## src/rtl/a5_1_byte_ctrl.sv

```systemverilog
// Byte-serial stream-cipher controller: gathers 8 keystream bits per byte and XORs them with pixels.
// Optional A5_1_WARMUP_EN inserts a 100-cycle discard phase after the key load.
module a5_1_byte_ctrl #(
    parameter int unsigned NUM_BYTES = 65536,
    parameter int unsigned CNT_W     = 16
) (
    input  logic             clk,
    input  logic             rst,
    input  logic [63:0]      key,
    input  logic             start,
    output logic             ks_load,
    output logic [63:0]      ks_key,
    output logic             ks_step,
    input  logic             ks_bit,
    input  logic [7:0]       pix_in,
    input  logic             pix_valid,
    output logic             pix_ready,
    output logic [7:0]       enc_out,
    output logic             enc_valid,
    input  logic             enc_ready,
    output logic             busy,
    output logic             done,
    output logic [CNT_W-1:0] byte_idx
);

    typedef enum logic [2:0] {
        StIdle, StLoad, StWarmup, StGather, StXfer, StOut, StDone
    } state_e;

    localparam logic [CNT_W-1:0] LastIdx = CNT_W'(NUM_BYTES - 1);

    state_e     state_q;
    logic [7:0] ks_byte_q;
    logic [2:0] bit_cnt_q;
`ifdef A5_1_WARMUP_EN
    logic [6:0] warm_cnt_q;
`endif

    always_ff @(posedge clk) begin
        if (rst) begin
            state_q   <= StIdle;
            ks_byte_q <= 8'h00;
            bit_cnt_q <= 3'd0;
`ifdef A5_1_WARMUP_EN
            warm_cnt_q <= 7'd0;
`endif
            ks_load   <= 1'b0;
            ks_key    <= 64'h0;
            ks_step   <= 1'b0;
            pix_ready <= 1'b0;
            enc_out   <= 8'h00;
            enc_valid <= 1'b0;
            busy      <= 1'b0;
            done      <= 1'b0;
            byte_idx  <= '0;
        end else begin
            ks_load <= 1'b0;
            done    <= 1'b0;
            unique case (state_q)
                StIdle: begin
                    if (start) begin
                        state_q <= StLoad;
                        ks_load <= 1'b1;
                        busy    <= 1'b1;
                    end
                end
                StLoad: begin
                    ks_key    <= key;
                    byte_idx  <= '0;
                    bit_cnt_q <= 3'd0;
                    ks_step   <= 1'b1;
`ifdef A5_1_WARMUP_EN
                    warm_cnt_q <= 7'd0;
                    state_q    <= StWarmup;
`else
                    state_q <= StGather;
`endif
                end
                StWarmup: begin
`ifdef A5_1_WARMUP_EN
                    // ks_step stays high; the warmup bits are simply not captured
                    if (warm_cnt_q == 7'd99) begin
                        state_q <= StGather;
                    end else begin
                        warm_cnt_q <= warm_cnt_q + 7'd1;
                    end
`else
                    state_q <= StIdle;
`endif
                end
                StGather: begin
                    ks_byte_q[bit_cnt_q] <= ks_bit;
                    bit_cnt_q            <= bit_cnt_q + 3'd1;
                    if (bit_cnt_q == 3'd7) begin
                        state_q   <= StXfer;
                        ks_step   <= 1'b0;
                        pix_ready <= 1'b1;
                    end
                end
                StXfer: begin
                    if (pix_valid) begin
                        enc_out   <= pix_in ^ ks_byte_q;
                        enc_valid <= 1'b1;
                        pix_ready <= 1'b0;
                        state_q   <= StOut;
                    end
                end
                StOut: begin
                    if (enc_ready) begin
                        enc_valid <= 1'b0;
                        if (byte_idx == LastIdx) begin
                            state_q <= StDone;
                            done    <= 1'b1;
                        end else begin
                            byte_idx  <= byte_idx + 1'b1;
                            bit_cnt_q <= 3'd0;
                            ks_step   <= 1'b1;
                            state_q   <= StGather;
                        end
                    end
                end
                StDone: begin
                    busy    <= 1'b0;
                    state_q <= StIdle;
                end
                default: state_q <= StIdle;
            endcase
        end
    end

endmodule

```

## config.mk

```make
export PLATFORM = sky130hd
export DESIGN_NAME = a5_1_byte_ctrl
export DESIGN_NICKNAME = d
export VERILOG_FILES = /design/src/rtl/a5_1_byte_ctrl.sv
export SDC_FILE = /design/constraint.sdc
export NUM_CORES = 1
export LEC_CHECK = 0
export CAP_MARGIN = 10
export CELL_PAD_IN_SITES_DETAIL_PLACEMENT = 0
export CELL_PAD_IN_SITES_GLOBAL_PLACEMENT = 2
export CORE_MARGIN = 1
export CORE_UTILIZATION = 26
export DETAILED_ROUTE_END_ITERATION = 10
export PLACE_DENSITY = 0.82
export SYNTH_ARGS = -nofsm -noshare
export SYNTH_HDL_FRONTEND = slang
export SYNTH_SLANG_ARGS = --single-unit
```

## constraint.sdc

```tcl
create_clock -name clk -period 6.35 [get_ports clk]
set_clock_uncertainty 0.15 [all_clocks]
set_input_delay 0.9525 -clock clk [delete_from_list [all_inputs] [get_ports clk]]
set_output_delay 0.9525 -clock clk [all_outputs]
set_load 0.02 [all_outputs]
```

== Yosys cells after proc, flatten, opt, wreduce, memory -nomap -nowiden ==
Cells that the tools add are included.

* Order comparisons: 2
* Reductions and logical operators: 17
* Equality and inequality tests: 12
* Multiplexer cells: 29
* Bitwise operators: 4
* Add/sub/neg operators: 2

{| class="wikitable"
|+ Operators with widths
! cell !! number
|-
| $mux W16 || 2
|-
| $pmux W16 S2 || 1
|-
| $mux W3 || 7
|-
| $add A16 B1 Y16 const B || 1
|-
| $eq A16 B16 Y1 const B || 1
|-
| $pmux W3 S5 || 1
|-
| $eq A3 B3 Y1 const B || 4
|-
| $reduce_and A3 Y1 || 4
|-
| $mux W1 || 11
|-
| $ne A2 B2 Y1 const B || 5
|-
| $pmux W3 S3 || 1
|-
| $bwmux W8 || 1
|-
| $reduce_and A4 Y1 || 2
|-
| $reduce_bool A2 Y1 || 4
|-
| $xor A8 B8 Y8 || 1
|-
| $pmux W1 S2 || 3
|-
| $lt A3 B4 Y1 const B || 1
|-
| $reduce_and A2 Y1 || 2
|-
| $add A3 B1 Y3 const B || 1
|-
| $demux W1 S3 || 1
|-
| $eq A3 B1 Y1 const B || 1
|-
| $eq A3 B2 Y1 const B || 1
|-
| $ge A3 B1 Y1 const B || 1
|-
| $logic_not A3 Y1 || 1
|-
| other kinds (6) || 8
|}

* Register bits: 108
* Output and inout bits: 94

== Depth between registers and ports, before layout ==
* Depth in word-level cells: 5
* Mapped depth: 7

== Worst setup path after synthesis ==
No wires, ideal clock.

* Kind: input to register
* Start: in enc_ready
* End: reg byte_idx[12]
* Stages on the path: 5
* Path slack: 3.898 ns
* Arrival: 2.232 ns
* Required time: 6.130 ns
* Path through: nand2b_1 or4b_1 buf_2 or4_1 a21oi_1

* Longest elaborated chain between the ends: 2

{| class="wikitable"
|+ Ends and longest elaborated chain
! element !! line !! text
|-
| start, declared || 20 || <nowiki>input logic enc_ready,</nowiki>
|-
| $ne A2 B2 Y1 (no line) || -- ||
|-
| $reduce_and A3 Y1 (no line) || -- ||
|-
| end signal, assigned || 115 || <nowiki>byte_idx <= byte_idx + 1'b1;</nowiki>
|-
| end, declared || 23 || <nowiki>output logic [CNT_W-1:0] byte_idx</nowiki>
|}

Every way passes these cells.
A chain may end at the register's enable or synchronous reset.

== Worst setup path in the final report ==
* Start: in enc_ready
* End: reg byte_idx[10]

The elaborated chain is that of the path after synthesis.

==> results_dict.tcl <==
set metrics [dict create \
    status "finished, final reports clean" \
    cp_top_family "simple AND/OR/NAND/NOR gates" \
    grtUsageTotal_pct 15.0 \
    netlist_instances 548 \
    dp_hpwl_um 8700 \
    post_cts_buffers 0 \
    synth_warnings 0 \
    synth_area_leader_cell "dfxtp_1" \
    synth_area_mm2 0.00443 \
    post-route-drc-count 0 \
    cts_root_buf "clkbuf_16" \
    cts_buffer_depth 2 \
    syn-mean-instance-area_um2 8.09 \
    drv_slew 0 \
    final_common_cell "clkdlybuf4s50_1" \
    async_flop_share_pct 0 \
    finalWorstSetupSlack_ns 3.55 \
    place.gp.congestion 0.727 \
    drtIter0Drc 269 \
    synth-seq-cells 108 \
    grt_max_degree 110 \
    cp_data_required_time_ns 6.48 \
    regArea_mm2 0.00216 \
    die-area_mm2 0.0176 \
    grt_pass1_vias 4087 \
    core_mm2 0.0166 \
    post-route-min-period_ns 2.80 \
    rsz0062_at_grt "false" \
    firstDrtPassIters 4 \
    cp_num_buf_inv 1 \
    fp.dieW_um 133 \
    worstPathArrival_ns 2.93 \
    synth_area_leaders "dfxtp_1, nand2_1, a21oi_1" \
    clk_pin_slew_ns 0.07 \
    ys.flop_type "dfxtp_1" \
    fillCellCount 1704 \
    max-vdd-ir-drop_mv 0.113 \
    area_delta_synth_final_pct 49.3 \
    holdWs_ns 0.303 \
    post-route-period-util_pct 44.2 \
    cts-htree-levels 3 \
    critical_path.max_fanout 7 \
    end_kind "flop" \
    clkLatencyLatePin_ns 0.35 \
    wl_per_cell_um 14.1 \
    cp_slowest_cell "or4b_1" \
    antenna_found_initial 0 \
    relSlewSlack_pct 21.4 \
    hp-class "reg -> reg" \
    max_stage_delay_ns 0.61 \
    tightestPinTransition_ns 1.18 \
    rows 47 \
    cts_tree "yes" \
    grt_pass1_wl_um 21100 \
    io_pins 172 \
    ys_seq_area_share_pct 48.8 \
    vias 4241 \
    synth_edf_count 0 \
    syn-num-nets 629 \
    antenna_cells 0 \
    multi_input_area_mm2 0.00210 \
    ant_nets 0 \
    critPathLaunchType "input port" \
    path_class "in -> reg" \
    cts_inserted_buffers 9 \
    yosysUniqueCellTypes 45 \
    post-place-ws_ns 3.19 \
    worstPathCellList "clkdlybuf4s50_1, nand2b_1, or4b_1, a2111oi_2, mux2i_1" \
    setup_tns_ns 0 \
    setup_viol 0 \
    cts_num_sinks 108 \
    hold_buffers 0 \
    most-common-layout-cells "clkdlybuf4s50_1, nand2_1, dfxtp_1" \
    maxCapViolations 0 \
    portBuffers 171 \
    nets 775 \
    leakage_nw 2.25 \
    fmax_ghz 0.357 \
    reg2reg_slack_ns 4.03 \
    start_util_pct 26.6 \
    die_h_um 133 \
    drive_above_1_share_pct 3.72 \
    synth_top_area_share_pct 48.8 \
    vias_per_cell 4.62 \
    grt-ovfl-total 0 \
    p_total_mw 1.71 \
    cts_resized 0 \
    routed_wl_um 12900 \
    hold_viol_final 0 \
    power.density_mw_per_mm2 258 \
]
-- power breakdown --
group	switching (mW)	internal, mW
Combinational	0.187	0.159
Clock	0.254	0.355
Sequential	0.0301	0.723
Total	0.471	1.24
-- worst paths after layout --
| check | startpoint | to | cells past startpoint |
|---|---|---|---|
| hold / removal | ks_key[9] | ks_key[9] | 2 |
| hold reg to reg | ks_key[9] | ks_key[9] | 2 |
| setup reg to reg | state_q[0] | byte_idx[10] | 4 |
| setup / recovery | enc_ready | byte_idx[10] | 5 |
-- kinds of logic after synthesis --
kind of cell,share of synthesized area [%]
AO/OA/AOI/OAI,14.3
XOR/XNOR,1.58
adder cells (fa/ha/maj),0.847
buffers and inverters,4.03
flip-flops,48.8
multiplexers,4.51
AND/OR/NAND/NOR,25.9
-- cell type report --
class                           instances  area share, %
Multi-Input combinational cell        393           31.8
Inverter                                8          0.454
Tap cell                              220           4.16
Sequential cell                       108           32.7
Timing Repair Buffer                  174           26.2
Clock inverter                          4           1.12
Clock buffer                           11           3.67
-- metal layers --
metal | vias to the layer above | global-route usage [%] | wire length (µm)
li1 | 2171 | - | -
met1 | 1933 | 19.4 | 6090
met2 | 121 | 23.2 | 5740
met3 | 16 | 4.02 | 820
met4 | 0 | 7.09 | 290
met5 | - | 0 | 0
-- tightest hold or removal path: stages (launching register included) --
cell     delay (ns)
dfxtp_1        0.31
nand2_1        0.05
a21oi_1        0.05
-- Yosys cell counts (2+ instances only) --
library cell / number
o31ai_1: 2
a211oi_1: 13
and3b_1: 2
nor2_1: 24
nor4_1: 5
mux2i_1: 20
nand2_1: 157
xnor2_1: 8
nand4_1: 6
ha_1: 3
nand3_1: 10
a31oi_1: 3
buf_2: 2
and4_1: 2
o21ai_0: 5
nand2b_1: 4
nand3b_1: 5
a21oi_1: 77
nor3_1: 9
a311oi_1: 2
nand4b_1: 2
buf_1: 9
and3_1: 2
dfxtp_1: 108
a32oi_1: 2
clkbuf_1: 28
nor3b_1: 2
or4_1: 3
inv_1: 7
nor2b_1: 2
or3_1: 10
-- stage by stage --
step	instance area [µm²]	util (%)	cells
6_report	6620	39.8	918
4_1_cts	6620	39.8	918
3_5_place_dp	6300	37.9	903
3_3_place_gp	6300	37.9	903
5_1_grt	6620	39.8	918
2_1_floorplan	4430	-	548
-- flip-flops by register name (all words and copies together) (netlist names) --
signal and count:
ks_key 64, byte_idx 16, enc_out 8, ks_byte_q 8
bit_cnt_q 3, state_q 3, busy 1, done 1
enc_valid 1, ks_load 1, ks_step 1, pix_ready 1
No activity file was read; power rests on OpenSTA's default activity.
